<file path="src/rtl/alu_result_fifo_if.sv">
// alu_result_fifo_if
//   Handshake bundle between the ALU (producer), the result FIFO and the
//   writeback stage (consumer).
//
//   Both sides use the same valid/ready contract:
//     * A transfer happens on a rising clk edge where valid && ready.
//     * A producer holding valid=1 keeps its payload stable until the transfer.
//     * ready may be asserted without valid.
//     * ready never depends combinationally on valid of the same side.
//
//   Modports:
//     master : ALU/writeback side. Drives in_* and out_ready, observes in_ready and out_*.
//     slave  : the FIFO. Observes in_* and out_ready, drives in_ready and out_*.
//
//   Parameters:
//     TAG_W : destination-register tag width

interface alu_result_fifo_if #(
  parameter int TAG_W = 5
);
  logic             in_valid;
  logic             in_ready;
  logic [31:0]      in_z;
  logic             in_ex;
  logic [2:0]       in_op;
  logic [TAG_W-1:0] in_tag;

  logic             out_valid;
  logic             out_ready;
  logic [31:0]      out_z;
  logic             out_ex;
  logic [2:0]       out_op;
  logic [TAG_W-1:0] out_tag;

  modport master (
    output in_valid, in_z, in_ex, in_op, in_tag, out_ready,
    input  in_ready, out_valid, out_z, out_ex, out_op, out_tag
  );

  modport slave (
    input  in_valid, in_z, in_ex, in_op, in_tag, out_ready,
    output in_ready, out_valid, out_z, out_ex, out_op, out_tag
  );
endinterface

</file>
<file path="src/rtl/alu_result_fifo.sv">
// alu_result_fifo
//   Circular-buffer FIFO holding completed ALU results (z, zero flag, opcode,
//   destination tag) between the ALU and the writeback stage.
//
//   Ports:
//     clk      : single clock, rising edge
//     rst      : synchronous, active-high reset (overrides flush and handshakes)
//     flush    : synchronous discard of all entries (overflow is kept)
//     bus      : alu_result_fifo_if.slave, in_* push side and out_* pop side
//     count    : current occupancy, 0..DEPTH
//     overflow : sticky, set when a push is offered while full; cleared by rst only
//
//   Parameters:
//     DEPTH : number of entries, power of two, >= 2
//     TAG_W : destination tag width (must match the interface)
//
//   Optional feature:
//     ALU_RESULT_FIFO_BYPASS_EN : when defined, an empty FIFO forwards in_* to
//     out_* combinationally; a result consumed that same cycle is never stored.
//     When undefined, results always take one cycle and out_* are purely
//     registered state.

module alu_result_fifo #(
  parameter int DEPTH = 4,
  parameter int TAG_W = 5
) (
  input  logic                     clk,
  input  logic                     rst,
  input  logic                     flush,
  alu_result_fifo_if.slave         bus,
  output logic [$clog2(DEPTH):0]   count,
  output logic                     overflow
);

  localparam int AW = $clog2(DEPTH);
  localparam logic [AW:0]   FULL_CNT = (AW+1)'(DEPTH);
  localparam logic [AW:0]   CNT_ONE  = (AW+1)'(1);
  localparam logic [AW-1:0] PTR_ONE  = AW'(1);

  typedef struct packed {
    logic [31:0]      z;
    logic             ex;
    logic [2:0]       op;
    logic [TAG_W-1:0] tag;
  } entry_t;

  entry_t        mem [DEPTH];
  logic [AW-1:0] rd_ptr;
  logic [AW-1:0] wr_ptr;
  logic [AW:0]   count_next;

  entry_t in_entry;
  entry_t head;
  entry_t out_entry;
  logic   head_valid;
  logic   push;
  logic   wr_en;
  logic   rd_en;

  assign in_entry = '{z: bus.in_z, ex: bus.in_ex, op: bus.in_op, tag: bus.in_tag};
  assign head     = mem[rd_ptr];

  // in_ready looks at the registered count only, so a pop in the same cycle
  // does not open a slot for a push.
  assign bus.in_ready = (count != FULL_CNT);
  assign head_valid   = (count != '0);
  assign push         = bus.in_valid && bus.in_ready;
  assign rd_en        = head_valid && bus.out_ready;

`ifdef ALU_RESULT_FIFO_BYPASS_EN
  logic bypass;

  // Forwarding only while empty and not flushing; a forwarded result that is
  // taken immediately skips storage, otherwise it is written as a normal push.
  assign bypass        = !head_valid && !flush && bus.in_valid;
  assign bus.out_valid = head_valid || bypass;
  assign out_entry     = head_valid ? head : (bypass ? in_entry : '0);
  assign wr_en         = push && !(bypass && bus.out_ready);
`else
  assign bus.out_valid = head_valid;
  assign out_entry     = head_valid ? head : '0;
  assign wr_en         = push;
`endif

  assign bus.out_z   = out_entry.z;
  assign bus.out_ex  = out_entry.ex;
  assign bus.out_op  = out_entry.op;
  assign bus.out_tag = out_entry.tag;

  always_comb begin
    count_next = count;
    unique case ({wr_en, rd_en})
      2'b10:   count_next = count + CNT_ONE;
      2'b01:   count_next = count - CNT_ONE;
      default: count_next = count;
    endcase
  end

  // Storage is never cleared; only the pointers and count define validity.
  always_ff @(posedge clk) begin
    if (wr_en && !flush && !rst) begin
      mem[wr_ptr] <= in_entry;
    end
  end

  always_ff @(posedge clk) begin
    if (rst) begin
      rd_ptr   <= '0;
      wr_ptr   <= '0;
      count    <= '0;
      overflow <= 1'b0;
    end else begin
      if (bus.in_valid && !bus.in_ready) begin
        overflow <= 1'b1;
      end
      if (flush) begin
        rd_ptr <= '0;
        wr_ptr <= '0;
        count  <= '0;
      end else begin
        if (wr_en) wr_ptr <= wr_ptr + PTR_ONE;
        if (rd_en) rd_ptr <= rd_ptr + PTR_ONE;
        count <= count_next;
      end
    end
  end

endmodule

</file>
<file path="src/flat_wrapper.sv">
// flat-port wrapper written by rule: the top's interface ports become plain ports
module alu_result_fifo_flat 
#(
  parameter int DEPTH = 4,
  parameter int TAG_W = 5
)
  (clk, rst, flush, count, overflow, bus_in_valid, bus_in_z, bus_in_ex, bus_in_op, bus_in_tag, bus_out_ready, bus_in_ready, bus_out_valid, bus_out_z, bus_out_ex, bus_out_op, bus_out_tag);
  alu_result_fifo_if #(.TAG_W(TAG_W)) bus_i ();
  input  logic clk;
  input  logic rst;
  input  logic flush;
  output logic [$clog2(DEPTH):0] count;
  output logic overflow;
  input wire logic [$bits(bus_i.in_valid)-1:0] bus_in_valid;
  input wire logic [$bits(bus_i.in_z)-1:0] bus_in_z;
  input wire logic [$bits(bus_i.in_ex)-1:0] bus_in_ex;
  input wire logic [$bits(bus_i.in_op)-1:0] bus_in_op;
  input wire logic [$bits(bus_i.in_tag)-1:0] bus_in_tag;
  input wire logic [$bits(bus_i.out_ready)-1:0] bus_out_ready;
  output wire logic [$bits(bus_i.in_ready)-1:0] bus_in_ready;
  output wire logic [$bits(bus_i.out_valid)-1:0] bus_out_valid;
  output wire logic [$bits(bus_i.out_z)-1:0] bus_out_z;
  output wire logic [$bits(bus_i.out_ex)-1:0] bus_out_ex;
  output wire logic [$bits(bus_i.out_op)-1:0] bus_out_op;
  output wire logic [$bits(bus_i.out_tag)-1:0] bus_out_tag;
  assign bus_i.in_valid = bus_in_valid;
  assign bus_i.in_z = bus_in_z;
  assign bus_i.in_ex = bus_in_ex;
  assign bus_i.in_op = bus_in_op;
  assign bus_i.in_tag = bus_in_tag;
  assign bus_i.out_ready = bus_out_ready;
  assign bus_in_ready = bus_i.in_ready;
  assign bus_out_valid = bus_i.out_valid;
  assign bus_out_z = bus_i.out_z;
  assign bus_out_ex = bus_i.out_ex;
  assign bus_out_op = bus_i.out_op;
  assign bus_out_tag = bus_i.out_tag;
  alu_result_fifo #(.DEPTH(DEPTH), .TAG_W(TAG_W)) u_core (.clk(clk), .rst(rst), .flush(flush), .bus(bus_i), .count(count), .overflow(overflow));
endmodule
</file>
<file path="config.mk">
export PLATFORM = sky130hd
export DESIGN_NAME = alu_result_fifo_flat
export DESIGN_NICKNAME = d
export VERILOG_FILES = /design/src/rtl/alu_result_fifo_if.sv /design/src/rtl/alu_result_fifo.sv /design/src/flat_wrapper.sv
export SDC_FILE = /design/constraint.sdc
export NUM_CORES = 1
export LEC_CHECK = 0
export CAP_MARGIN = 20
export CORE_MARGIN = 2
export CORE_UTILIZATION = 55
export DETAILED_ROUTE_END_ITERATION = 10
export DONT_BUFFER_PORTS = 1
export GPL_ROUTABILITY_DRIVEN = 0
export PLACE_DENSITY = 0.82
export SKIP_LAST_GASP = 1
export SYNTH_ARGS = -nofsm -noshare
export SYNTH_HDL_FRONTEND = slang
export SYNTH_SLANG_ARGS = --single-unit
</file>
<file path="constraint.sdc">
create_clock -name clk -period 2.2 [get_ports clk]
set_input_delay 0.11 -clock clk [delete_from_list [all_inputs] [get_ports clk]]
set_output_delay 0.11 -clock clk [all_outputs]
set_load 0.01 [all_outputs]
</file>
# Word level (Yosys, flattened, before mapping)
# Memories as Yosys holds them, arrays and structs flattened. A register that Yosys moved wholly into a read port is not among the register bits.
# Cells that the tools add are included.
dict set report classes {
  add_sub_neg 4
  n_mul 0
  div 0
  magnitude_cmp 0
  eq_ne 3
  n_shift 0
  n_mux 6
  bitwise 0
  reduce_logical 11
}
# operator count
set op_table {}
lappend op_table {{two-way mux 41 bit} 1}
lappend op_table {{case mux 3 bit (2 select lines)} 1}
lappend op_table {{logical AND 1 bit} 5}
lappend op_table {{adder 2 x 1 -> 2 bit, second input constant} 2}
lappend op_table {{two-way mux 2 bit} 2}
lappend op_table {{adder 3 x 1 -> 3 bit, second input constant} 1}
lappend op_table {{logical NOT 1 bit} 3}
lappend op_table {{!= test 3 bit, second input constant} 1}
lappend op_table {{nonzero test 3 bit} 1}
lappend op_table {{subtractor 3 x 1 -> 3 bit, second input constant} 1}
lappend op_table {{== test 2 x 1 -> 1 bit, second input constant} 1}
lappend op_table {{== test 2 bit, second input constant} 1}
lappend op_table {{two-way mux 1 bit} 2}
lappend op_table {{nonzero test 2 bit} 1}
lappend op_table {{OR reduction 2 bit} 1}
dict set report word_totals {
  reg_bits 8
  latch_bits 0
  mem_bits_rw 164
  romBits 0
  inputBits 46
  mem_count 1
}
# memory depth width read_ports rd_ports_with_merged_regs write_ports line_no
set memory_table {}
lappend memory_table {u_core.mem 4 41 1 1 1 alu_result_fifo.sv:47} ;# entry_t mem [DEPTH];

# Logic depth before layout (Yosys ltp)
# Gate-level depths: netlist of the first run.
dict set report logic_depth {
  depth_word 6
  ltp_mapped 10
  ltp_nobuf 9
}

# Least setup slack after synthesis of the first run
# OpenSTA, ideal clock, no wires.
dict set report synth_timing {
  path_kind {register to register}
  start {register u_core.count[2]}
  end {register u_core.count[2]}
  setup_ns 0.070
  arrival_ns 2.382
  t_required_ns 2.130
  path_slack_ns -0.252
  path_stages_with_launch 11
  path_buffers 1
  synth_period_minus_slack_ns 2.452
  cell_sequence {dfxtp_1 -> or3b_1 -> buf_2 -> and2_4 -> inv_1 -> ha_1 -> inv_1 -> fa_1 -> xor2_1 -> or3_2 -> a21oi_1}
}
dict set report synth_via {
  elab_chain_cells 4
  elab_cells_between_ends 10
}
# item line_no
set synth_lines {}
lappend synth_lines {{from (decl)} alu_result_fifo.sv:31} ;# output logic [$clog2(DEPTH):0] count,
lappend synth_lines {{from (signal assigned)} alu_result_fifo.sv:123} ;# count <= count_next;
lappend synth_lines {{!= test 3 bit (*)} alu_result_fifo.sv:65} ;# assign bus.in_ready = (count != FULL_CNT);
lappend synth_lines {{net bus_in_ready} flat_wrapper.sv:20} ;# output wire logic [$bits(bus_i.in_ready)-1:0] bus_in_ready;
lappend synth_lines {{logical AND 1 bit (*)} alu_result_fifo.sv:67} ;# assign push = bus.in_valid && bus.in_ready;
lappend synth_lines {{== test 2 x 1 -> 1 bit / == test 2 bit (equally long branches)} alu_result_fifo.sv:92} ;# unique case ({wr_en, rd_en})
lappend synth_lines {{case mux 3 bit (2 select lines) / nonzero test 2 bit (equally long branches)} -}
# Mark *: on every way through the listed nets, which the timed path passes. The rest lies on a longest branch.
# A chain may end at the register's enable or synchronous reset.

# Worst setup path in the final report of the first run
dict set report layout_timing {
  start {register u_core.count[1]}
  end {register u_core.count[2]}
}
dict set report layout_via {
  elab_chain_cells 4
  elab_cells_between_ends 10
}
# item line_no
set layout_lines {}
lappend layout_lines {{!= test 3 bit / nonzero test 3 bit (equally long branches)} {alu_result_fifo.sv:65, alu_result_fifo.sv:66}}
lappend layout_lines {{logical AND 1 bit, on equally long branches} {alu_result_fifo.sv:67, alu_result_fifo.sv:68}}
lappend layout_lines {{== test 2 x 1 -> 1 bit / == test 2 bit (equally long branches)} alu_result_fifo.sv:92}
lappend layout_lines {{case mux 3 bit (2 select lines) / nonzero test 2 bit (equally long branches)} -}
# Parallel ways exist; a longest one is shown, timed or not.

==> impl_metrics.env, run 1 <==
export IMPL_synth_area_top_cells="edfxtp_1 (73%), mux4_2 (14%), nor2b_1 (3.9%)"
export IMPL_core_area_mm2=0.01196
export IMPL_clk_pin_slew_ps=60
export IMPL_antenna_found_initial=0
export IMPL_crit_top_cell="inv_2"
export IMPL_powerDensity_mw_per_mm2=831.6
export IMPL_slew_viol_final=0
export IMPL_finalHoldViolCount=0
export IMPL_rsz0062_at_grt="true"
export IMPL_grt_pass1_vias=3395
export IMPL_drt_first_pass_iters=4
export IMPL_cts_tree="yes"
export IMPL_synth_seq_cells=174
export IMPL_yosysWarningCount=0
export IMPL_critical_path_top_delay_family="simple AND/OR/NAND/NOR gates"
export IMPL_dp_cells=464
export IMPL_port_buffers=0
export IMPL_leakagePower_nw=2.550
export IMPL_cts_root_buf="clkbuf_16"
export IMPL_ant_nets=0
export IMPL_worst_path_buf_inv=2
export IMPL_netlist_area_leader_share_pct=73.39
export IMPL_syn_cell_area_mm2=0.006710
export IMPL_dpl_instance_area_mm2=0.007015
export IMPL_vias=3168
export IMPL_drt_iter0_drc=244
export IMPL_synth_area_leader_cell="edfxtp_1"
export IMPL_io_pins=93
export IMPL_arrival_ps=2500
export IMPL_cts_buffer_depth=2
export IMPL_worstPathCellList="or3b_4 -> and2_4 -> inv_2 -> ha_4 -> inv_2 -> fa_2 -> xor2_1 -> or3_4 -> a21oi_2"
export IMPL_worstSetupPathType="reg2reg"
export IMPL_endpoint_kind="register"
export IMPL_hp_class="in2reg"
export IMPL_setup_tns_final_ps=0
export IMPL_synthesis_nets=371
export IMPL_dieArea_mm2=0.01310
export IMPL_fin_util_pct=67.53
export IMPL_worst_path_max_delay_cell="or3b_4"
export IMPL_die_w_um=114.5
export IMPL_drive_above_1_share_pct=25.31
export IMPL_grt_usage_pct=19.23
export IMPL_wirelength_um=11660
export IMPL_grt_max_degree=46
export IMPL_max_stage_delay_ps=390
export IMPL_setup_viol=0
export IMPL_grt_pass1_wl_um=18110
export IMPL_min_period_ps=2163
export IMPL_fin_worst_skew_ps=7.676
export IMPL_rows=40
export IMPL_htree_levels=4
export IMPL_worstSetupStartpointType="register"
export IMPL_grt_overflow_total=0
export IMPL_clock_sinks=174
export IMPL_outcome="finished, final reports clean"
export IMPL_final_cells=546
export IMPL_cap_violations=0
export IMPL_irDropWorstVdd_uv=627.7
export IMPL_insertion_delay_ps=410
export IMPL_synth_seq_area_share_pct=76.38
export IMPL_cp_max_fo=6
export IMPL_required_ps=2540
export IMPL_final_area_mm2=0.008078
export IMPL_diodes=0
export IMPL_fin_total_pwr_w=0.006718
export IMPL_cts_made_buffers=17
export IMPL_die_h_um=114.5
export IMPL_timing_fmax_mhz=462.3
export IMPL_wl_per_cell_um=21.35
export IMPL_syn_to_final_growth_pct=20.38
export IMPL_start_util_pct=56.10
export IMPL_drc=0
export IMPL_synth_cell_type_count=29
export IMPL_period_share_pct=98.33
export IMPL_max_slew_worst_pin_slew_ps=531.6
export IMPL_slew_limit_headroom_pct=64.56
export IMPL_avgSynthCellArea_um2=21.04
export IMPL_viasPerCell=5.802
export IMPL_syn_inst=319
export IMPL_dpl_hpwl_um=6693
export IMPL_final_net_count=440
[Yosys cell counts, drive strengths merged]
cell,number
o31ai,1
fa,1
or3b,1
a21oi,4
or2,1
nand3,1
mux4,41
or4b,1
dfxtp,10
inv,7
nor3,1
nor2,5
and3,4
clkbuf,5
nor2b,42
nand4,1
a21o,1
nand2,2
or3,2
edfxtp,164
ha,5
buf,11
and2,1
xor2,2
o21ai,4
a41oi,1
[path summary, 6_finish.rpt]
path / start / end / slack [ps] / cells after the start
max: u_core.count[1] / u_core.count[2] / 40 / 9
min: bus_out_ready / register / 30 / 2
max reg2reg: u_core.count[1] / u_core.count[2] / 40 / 9
min reg2reg: u_core.rd_ptr[0] / register / 480 / 2
[kinds of logic (layout without fill, tap and decap cells)]
group	count (synthesis)	after routing	share of synthesized area [%]
muxes	41	41	13.76
adders and majority gates	6	6	1.231
buffers and inverters	23	103	1.622
AOI/OAI and AO/OA	11	11	0.9697
xor gates and xnor gates	2	2	0.2611
and+or+nand+nor	62	62	5.781
DFF	174	174	76.38
[report_power, final]
group | switching (W) | leakage (nW) | total, W | internal (W)
clock | 0.00108 | 0.253 | 0.00272 | 0.00163
combinational | 0.000182 | 0.731 | 0.000331 | 0.000149
sequential | 0.0000118 | 1.57 | 0.00367 | 0.00366
[layout make-up]
type	count	area [um2]
clock buffer	20	436.7
clock inverter	10	98.84
fill	747	3884
inverter	7	26.28
multi-input combinational	122	1508
sequential	174	5136
tap	147	183.9
timing repair buffer	66	688.2
[metal layers]
layer | vias to the layer above | wire [um] | GRT usage (%) | part of all wire, %
li1 | 1409 | - | - | -
met3 | 14 | 769 | 6.776 | 6.6
met4 | 0 | 139 | 6.504 | 1.2
met2 | 114 | 6181 | 32.66 | 53
met5 | - | 0 | 0 | 0
met1 | 1631 | 4566 | 23.06 | 39
[timing repair]
action / 4_1_cts / 5_1_grt
endpoints found under the setup margin: 0 / 16
gates resized for setup: 0 / 2
endpoints found under the hold margin: 171 / 0
setup buffers: 0 / 5
hold buffers: 47 / 0
[sequential cells by signal, summed over array words and instances (netlist names), named ones only]
signal           cells
u_core.count         3
u_core.mem         164
u_core.overflow      1
u_core.rd_ptr        2
u_core.wr_ptr        2
[layout by cell type, fill, tap and decap left out, types with 2 or more instances in the layout]
| cell type | count |
|---|---|
| bufinv_16 | 2 |
| ha_1 | 4 |
| nand2_1 | 2 |
| clkinvlp_4 | 2 |
| clkinv_1 | 5 |
| buf_12 | 6 |
| dfxtp_2 | 3 |
| clkbuf_1 | 3 |
| nor2_1 | 5 |
| clkbuf_16 | 17 |
| dfxtp_1 | 5 |
| edfxtp_1 | 164 |
| buf_4 | 13 |
| dlygate4sd3_1 | 47 |
| mux4_2 | 41 |
| and3_2 | 4 |
| o21ai_0 | 4 |
| inv_1 | 5 |
| xor2_1 | 2 |
| inv_2 | 2 |
| dfxtp_4 | 2 |
| a21oi_1 | 3 |
| nor2b_1 | 42 |
[per-stage QoR]
step	setup slack [ps]	hold slack (ps)
finish	36.84	28.00
global route	-30.59	76.55
CTS	5.030	13.62
detailed placement	29.82	188.2
global placement	102.6	185.1
floorplan	-9.489	182.4
Note: power is estimated with default switching activity, not from simulation.
==> run 2, diff against run 1 <==
--- a/config.mk
+++ b/config.mk
@@ -5,6 +5,7 @@
 export SDC_FILE = /design/constraint.sdc
 export NUM_CORES = 1
 export LEC_CHECK = 0
+export ABC_AREA = 1
 export CAP_MARGIN = 20
 export CORE_MARGIN = 2
 export CORE_UTILIZATION = 55
==> impl_metrics.env, run 2 <==
export IMPL_min_period_ps=1957
export IMPL_drt_first_pass_iters=5
export IMPL_cap_violations=0
export IMPL_core_area_mm2=0.01211
export IMPL_synth_commonest_cells="nor2_1 (179), edfxtp_1 (164), o21ai_0 (73)"
export IMPL_ant_nets=0
export IMPL_pwr_share_seq_pct=52.5
export IMPL_dpl_hpwl_um=8164
export IMPL_antenna_found_initial=1
export IMPL_holdWs_ps=9.383
export IMPL_arrival_ps=1850
export IMPL_viasPerCell=5.467
export IMPL_drive_above_1_share_pct=9.698
export IMPL_insertion_delay_ps=420
export IMPL_cp_max_fo=36
export IMPL_port_buffers=0
export IMPL_internal_power_w=0.005573
export IMPL_max_slew_worst_pin_slew_ps=818.2
export IMPL_pwr_share_comb_pct=5.7
export IMPL_cts_made_buffers=17
export IMPL_largest_reg_flops=164
export IMPL_synth_edf_count=164
export IMPL_avgSynthCellArea_um2=12.27
export IMPL_synth_seq_area_share_pct=74.31
export IMPL_fillCellCount=842
export IMPL_leakagePower_nw=2.831
export IMPL_syn_inst=562
export IMPL_cts_setup_buffers=0
export IMPL_dpl_instance_area_mm2=0.007147
export IMPL_cts_buffer_depth=2
export IMPL_die_h_um=116.0
export IMPL_final_cells=798
export IMPL_cts_root_buf="clkbuf_16"
export IMPL_vias=4363
export IMPL_synth_area_top_cells="edfxtp_1 (71%), nor2_1 (9.7%), o21ai_0 (5.3%)"
export IMPL_grt_overflow_total=0
export IMPL_syn_to_final_growth_pct=18.90
export IMPL_hp_class="in2reg"
export IMPL_synthesis_nets=614
export IMPL_netlist_area_leader_share_pct=71.41
export IMPL_wl_per_cell_um=17.79
export IMPL_syn_cell_area_mm2=0.006897
export IMPL_final_net_count=668
export IMPL_slew_viol_final=0
export IMPL_slew_limit_headroom_pct=45.37
export IMPL_required_ps=2090
export IMPL_synth_async_reset_ratio_pct=0
export IMPL_pwr_share_clk_pct=41.8
export IMPL_fin_worst_skew_ps=10.73
export IMPL_synth_area_leader_cell="edfxtp_1"
export IMPL_wirelength_um=14190
export IMPL_clk_pin_slew_ps=70
export IMPL_cts_tree="yes"
export IMPL_endpoint_kind="primary output"
export IMPL_p_sw_w=0.001440
export IMPL_setup_viol=0
export IMPL_regMostFlops="u_core.mem"
export IMPL_outcome="finished, final reports clean"
export IMPL_dieArea_mm2=0.01345
export IMPL_rsz0062_at_grt="false"
export IMPL_grt_pass1_vias=4487
export IMPL_synth_cell_type_count=19
export IMPL_p_sw_share_pct=20.53
export IMPL_synth_flop_cell="edfxtp_1"
export IMPL_yosysWarningCount=0
export IMPL_start_util_pct=56.94
export IMPL_finalHoldViolCount=0
export IMPL_clock_sinks=174
export IMPL_synthMostInstantiatedCell="nor2_1"
export IMPL_die_w_um=116.0
export IMPL_top_regs="u_core.mem (164), u_core.count (3)"
export IMPL_layout_commonest_cell="nor2_1"
export IMPL_final_area_mm2=0.008200
export IMPL_irDropWorstVdd_uv=588.3
export IMPL_grt_pass1_wl_um=21960
export IMPL_drt_iter0_drc=526
export IMPL_dp_cells=720
export IMPL_mostFrequentLayoutCells="nor2_1 (174), edfxtp_1 (164), o21ai_0 (73)"
export IMPL_powerDensity_mw_per_mm2=855.1
export IMPL_synth_seq_cells=174
export IMPL_worstSetupPathType="reg2out"
export IMPL_worstSetupStartpointType="register"
export IMPL_period_share_pct=88.95
export IMPL_rows=40
export IMPL_fin_total_pwr_w=0.007013
export IMPL_grt_usage_pct=21.89
export IMPL_grt_max_degree=51
export IMPL_timing_fmax_mhz=511.0
export IMPL_htree_levels=4
export IMPL_io_pins=93
export IMPL_drc=0
-- run 2: cell count changes in the layout (fill, tap and decap cells not counted), moves of 14 or more --
| cell | delta |
|---|---|
| a21oi_1 | +43 |
| nor2b_1 | -42 |
| inv_1 | +14 |
| nor2_1 | +169 |
| mux4_2 | -41 |
| o21ai_0 | +69 |
-- run 2: worst paths after layout --
kind,start,to,slack (ps),depth (start not counted)
max reg2reg,u_core.count[1],u_core.count[2],310,13
max,register,bus_out_z[3],240,5
min,flush,u_core.count[2],9,4
min reg2reg,u_core.rd_ptr[1],register,490,2
-- run 2: cell type report --
cell class	instances	area [um2]	share of cell area, %
diodes	1	2.502	0.03052
clock buffers	29	574.3	7.003
clock inverters	3	17.52	0.2136
inverters	22	85.08	1.038
multi-input cells	336	1529	18.65
flip-flops and latches	174	5131	62.57
well taps	168	210.2	2.563
repair buffers	65	650.6	7.934
-- run 2: metal layers --
| metal | vias up | global-route usage, % | routed length [um] |
|---|---|---|---|
| met5 | - | 0 | 0 |
| met4 | 0 | 7.143 | 196 |
| met3 | 22 | 6.956 | 1024 |
| met2 | 151 | 37.23 | 7128 |
| met1 | 2128 | 26.83 | 5844 |
| li1 | 2062 | - | - |
-- run 2: critical path, cell delays in order (launching register included) --
cell,delay (ps)
dfxtp_2,380
buf_4,360
nor2_1,100
nor2_1,100
o21ai_0,90
a21oi_1,360
-- run 2: cell families after synthesis --
kind of cell | share of synthesized area, %
simple gates | 11.07
flops | 74.31
compound gates | 9.434
buf+inv | 3.991
fa+ha+maj | 1.197
-- run 2: repair_timing --
item	CTS	global route
gates cloned	0	0
hold endpoints to repair	171	0
hold buffers	45	0
pin swaps	0	1
endpoints found under the setup margin	17	14
resized for setup	1	4
-- run 2: power groups by stage --
stage	sequential, W	combinational [W]	clock, W
after global placement	0.00375	0.000291	0
after floorplan	0.00375	0.000227	0
after CTS	0.00368	0.000404	0.00294
final	0.00368	0.000402	0.00293
after global routing	0.00368	0.000448	0.00307
after detailed placement	0.00375	0.000303	0
-- run 2: stage by stage --
step | utilization [%] | setup TNS, ps | setup slack (ps)
6_report | 67.71 | 0 | 243.2
2_1_floorplan | - | -35830 | -218.5
3_3_place_gp | 59.01 | 0 | 316.2
3_5_place_dp | 59.01 | 0 | 241.9
5_1_grt | 67.71 | 0 | 62.56
4_1_cts | 67.63 | 0 | 95.78
==> run 3, diff against run 2 <==
--- a/config.mk
+++ b/config.mk
@@ -12,7 +12,7 @@
 export DETAILED_ROUTE_END_ITERATION = 10
 export DONT_BUFFER_PORTS = 1
 export GPL_ROUTABILITY_DRIVEN = 0
-export PLACE_DENSITY = 0.82
+export PLACE_DENSITY = 0.73
 export SKIP_LAST_GASP = 1
 export SYNTH_ARGS = -nofsm -noshare
 export SYNTH_HDL_FRONTEND = slang
==> impl_metrics.env, run 3 (same netlist as run 2, synthesis figures left out) <==
export IMPL_outcome="finished, final reports clean"
export IMPL_slew_limit_headroom_pct=67.35
export IMPL_final_area_mm2=0.008324
export IMPL_die_h_um=116.0
export IMPL_holdWs_ps=15.07
export IMPL_max_slew_worst_pin_slew_ps=489.8
export IMPL_cts_buffer_depth=2
export IMPL_r2r_start="u_core.count[0]"
export IMPL_fin_worst_skew_ps=11.89
export IMPL_drive_above_1_share_pct=8.800
export IMPL_cts_setup_buffers=0
export IMPL_worstSetupEndpoint="bus_out_z[6]"
export IMPL_ant_nets=0
export IMPL_worst_slack_ps=153.2
export IMPL_rsz0062_at_grt="false"
export IMPL_timing_fmax_mhz=488.6
export IMPL_required_ps=2090
export IMPL_clock_sinks=174
export IMPL_regMostFlops="u_core.mem"
export IMPL_htree_levels=4
export IMPL_wirelength_um=13840
export IMPL_drt_first_pass_iters=5
export IMPL_leakagePower_nw=2.868
export IMPL_drc=0
export IMPL_final_net_count=664
export IMPL_core_area_mm2=0.01211
export IMPL_layout_commonest_cell="nor2_1"
export IMPL_wl_per_cell_um=17.45
export IMPL_cts_tree="yes"
export IMPL_cts_root_buf="clkbuf_16"
export IMPL_clk_pin_slew_ps=60
export IMPL_grt_max_degree=83
export IMPL_insertion_delay_ps=420
export IMPL_post_place_ws_ps=193.5
export IMPL_largest_reg_flops=164
export IMPL_period_share_pct=93.04
export IMPL_setup_viol=0
export IMPL_cp_max_fo=41
export IMPL_min_period_ps=2047
export IMPL_powerDensity_mw_per_mm2=905.5
export IMPL_drt_iter0_drc=461
export IMPL_vias=4371
export IMPL_slew_viol_final=0
export IMPL_cap_violations=0
export IMPL_port_buffers=0
export IMPL_finalHoldViolCount=0
export IMPL_cts_made_buffers=17
export IMPL_rrSetupSlack_ps=210
export IMPL_grt_overflow_total=0
export IMPL_die_w_um=116.0
export IMPL_rows=40
export IMPL_antenna_found_initial=0
export IMPL_dpl_hpwl_um=8099
export IMPL_syn_to_final_growth_pct=20.70
export IMPL_mostFrequentLayoutCells="nor2_1 (175), edfxtp_1 (164), o21ai_0 (73)"
export IMPL_dieArea_mm2=0.01345
export IMPL_start_util_pct=56.94
export IMPL_irDropWorstVdd_uv=535.1
export IMPL_reg2reg_to="u_core.count[2]"
export IMPL_worstSetupPathType="reg2out"
export IMPL_arrival_ps=1940
export IMPL_grt_pass1_vias=4293
export IMPL_hp_class="in2reg"
export IMPL_dpl_instance_area_mm2=0.007159
export IMPL_diodes=0
export IMPL_grt_pass1_wl_um=21850
export IMPL_viasPerCell=5.512
export IMPL_top_regs="u_core.mem (164), u_core.count (3)"
export IMPL_endpoint_kind="primary output"
export IMPL_io_pins=93
export IMPL_ff2ff_path_depth=12
export IMPL_worstSetupStartpointType="register"
export IMPL_grt_usage_pct=21.73
run 3: cell count changes in the layout (fill, tap and decap cells not counted), sizes merged:
cell,before,now
dlygate4sd3,45,46
buf,20,15
clkbuf,29,22
bufinv,0,7
diode,1,0
clkinv,1,2
inv,24,23
run 3: through the flow:
stage	setup TNS [ps]	util [%]	power, W	cells
floorplan	-35830	-	0.003976	562
global placement	0	59.11	0.004046	715
detailed placement	0	59.11	0.004058	715
CTS	0	68.67	0.007580	793
global route	0	68.73	0.007746	793
finish	0	68.73	0.007538	793
run 3: worst min-delay path by stage:
stage	startpoint	endpoint	slack, ps	depth (start not counted)
6_report	flush	u_core.count[2]	20	4
5_1_grt	flush	u_core.count[1]	30	4
4_1_cts	flush	u_core.wr_ptr[0]	5	4
3_5_place_dp	rst	u_core.overflow	190	1
3_3_place_gp	rst	u_core.overflow	180	1
2_1_floorplan	rst	u_core.overflow	180	1
run 3: critical path, stage by stage, from the launching register on:
cell	delay (ps)
dfxtp_4	490
inv_1	60
buf_4	290
nor2_1	160
o21ai_0	120
a21oi_1	400
run 3: area by class of cell:
type	count	area [um2]
multi-input combinational	336	1526
timing repair buffer	61	673.1
sequential	174	5132
clock inverter	10	232.7
clock buffer	22	464.2
inverter	22	85.08
tap	168	210.2
fill	838	3787
run 3: report_power, final:
group          total (W)  internal, W  switching [W]  leakage (nW)
Clock            0.00345      0.00231        0.00114         0.339
Combinational   0.000408     0.000140       0.000268         0.965
Sequential       0.00368      0.00366      0.0000165          1.56
run 3: layer usage:
layer | global-route usage [%] | routed length (um) | vias up
li1 | - | - | 2063
met1 | 27.27 | 5543 | 2107
met2 | 35.28 | 6921 | 180
met3 | 7.427 | 1144 | 21
met4 | 8.333 | 229 | 0
met5 | 0 | 0 | -
run 3: repair_timing:
action,in CTS,in global routing
endpoints found under the hold margin,172,0
hold buffers,46,0
endpoints found under the setup margin,0,17
resized for setup,0,5
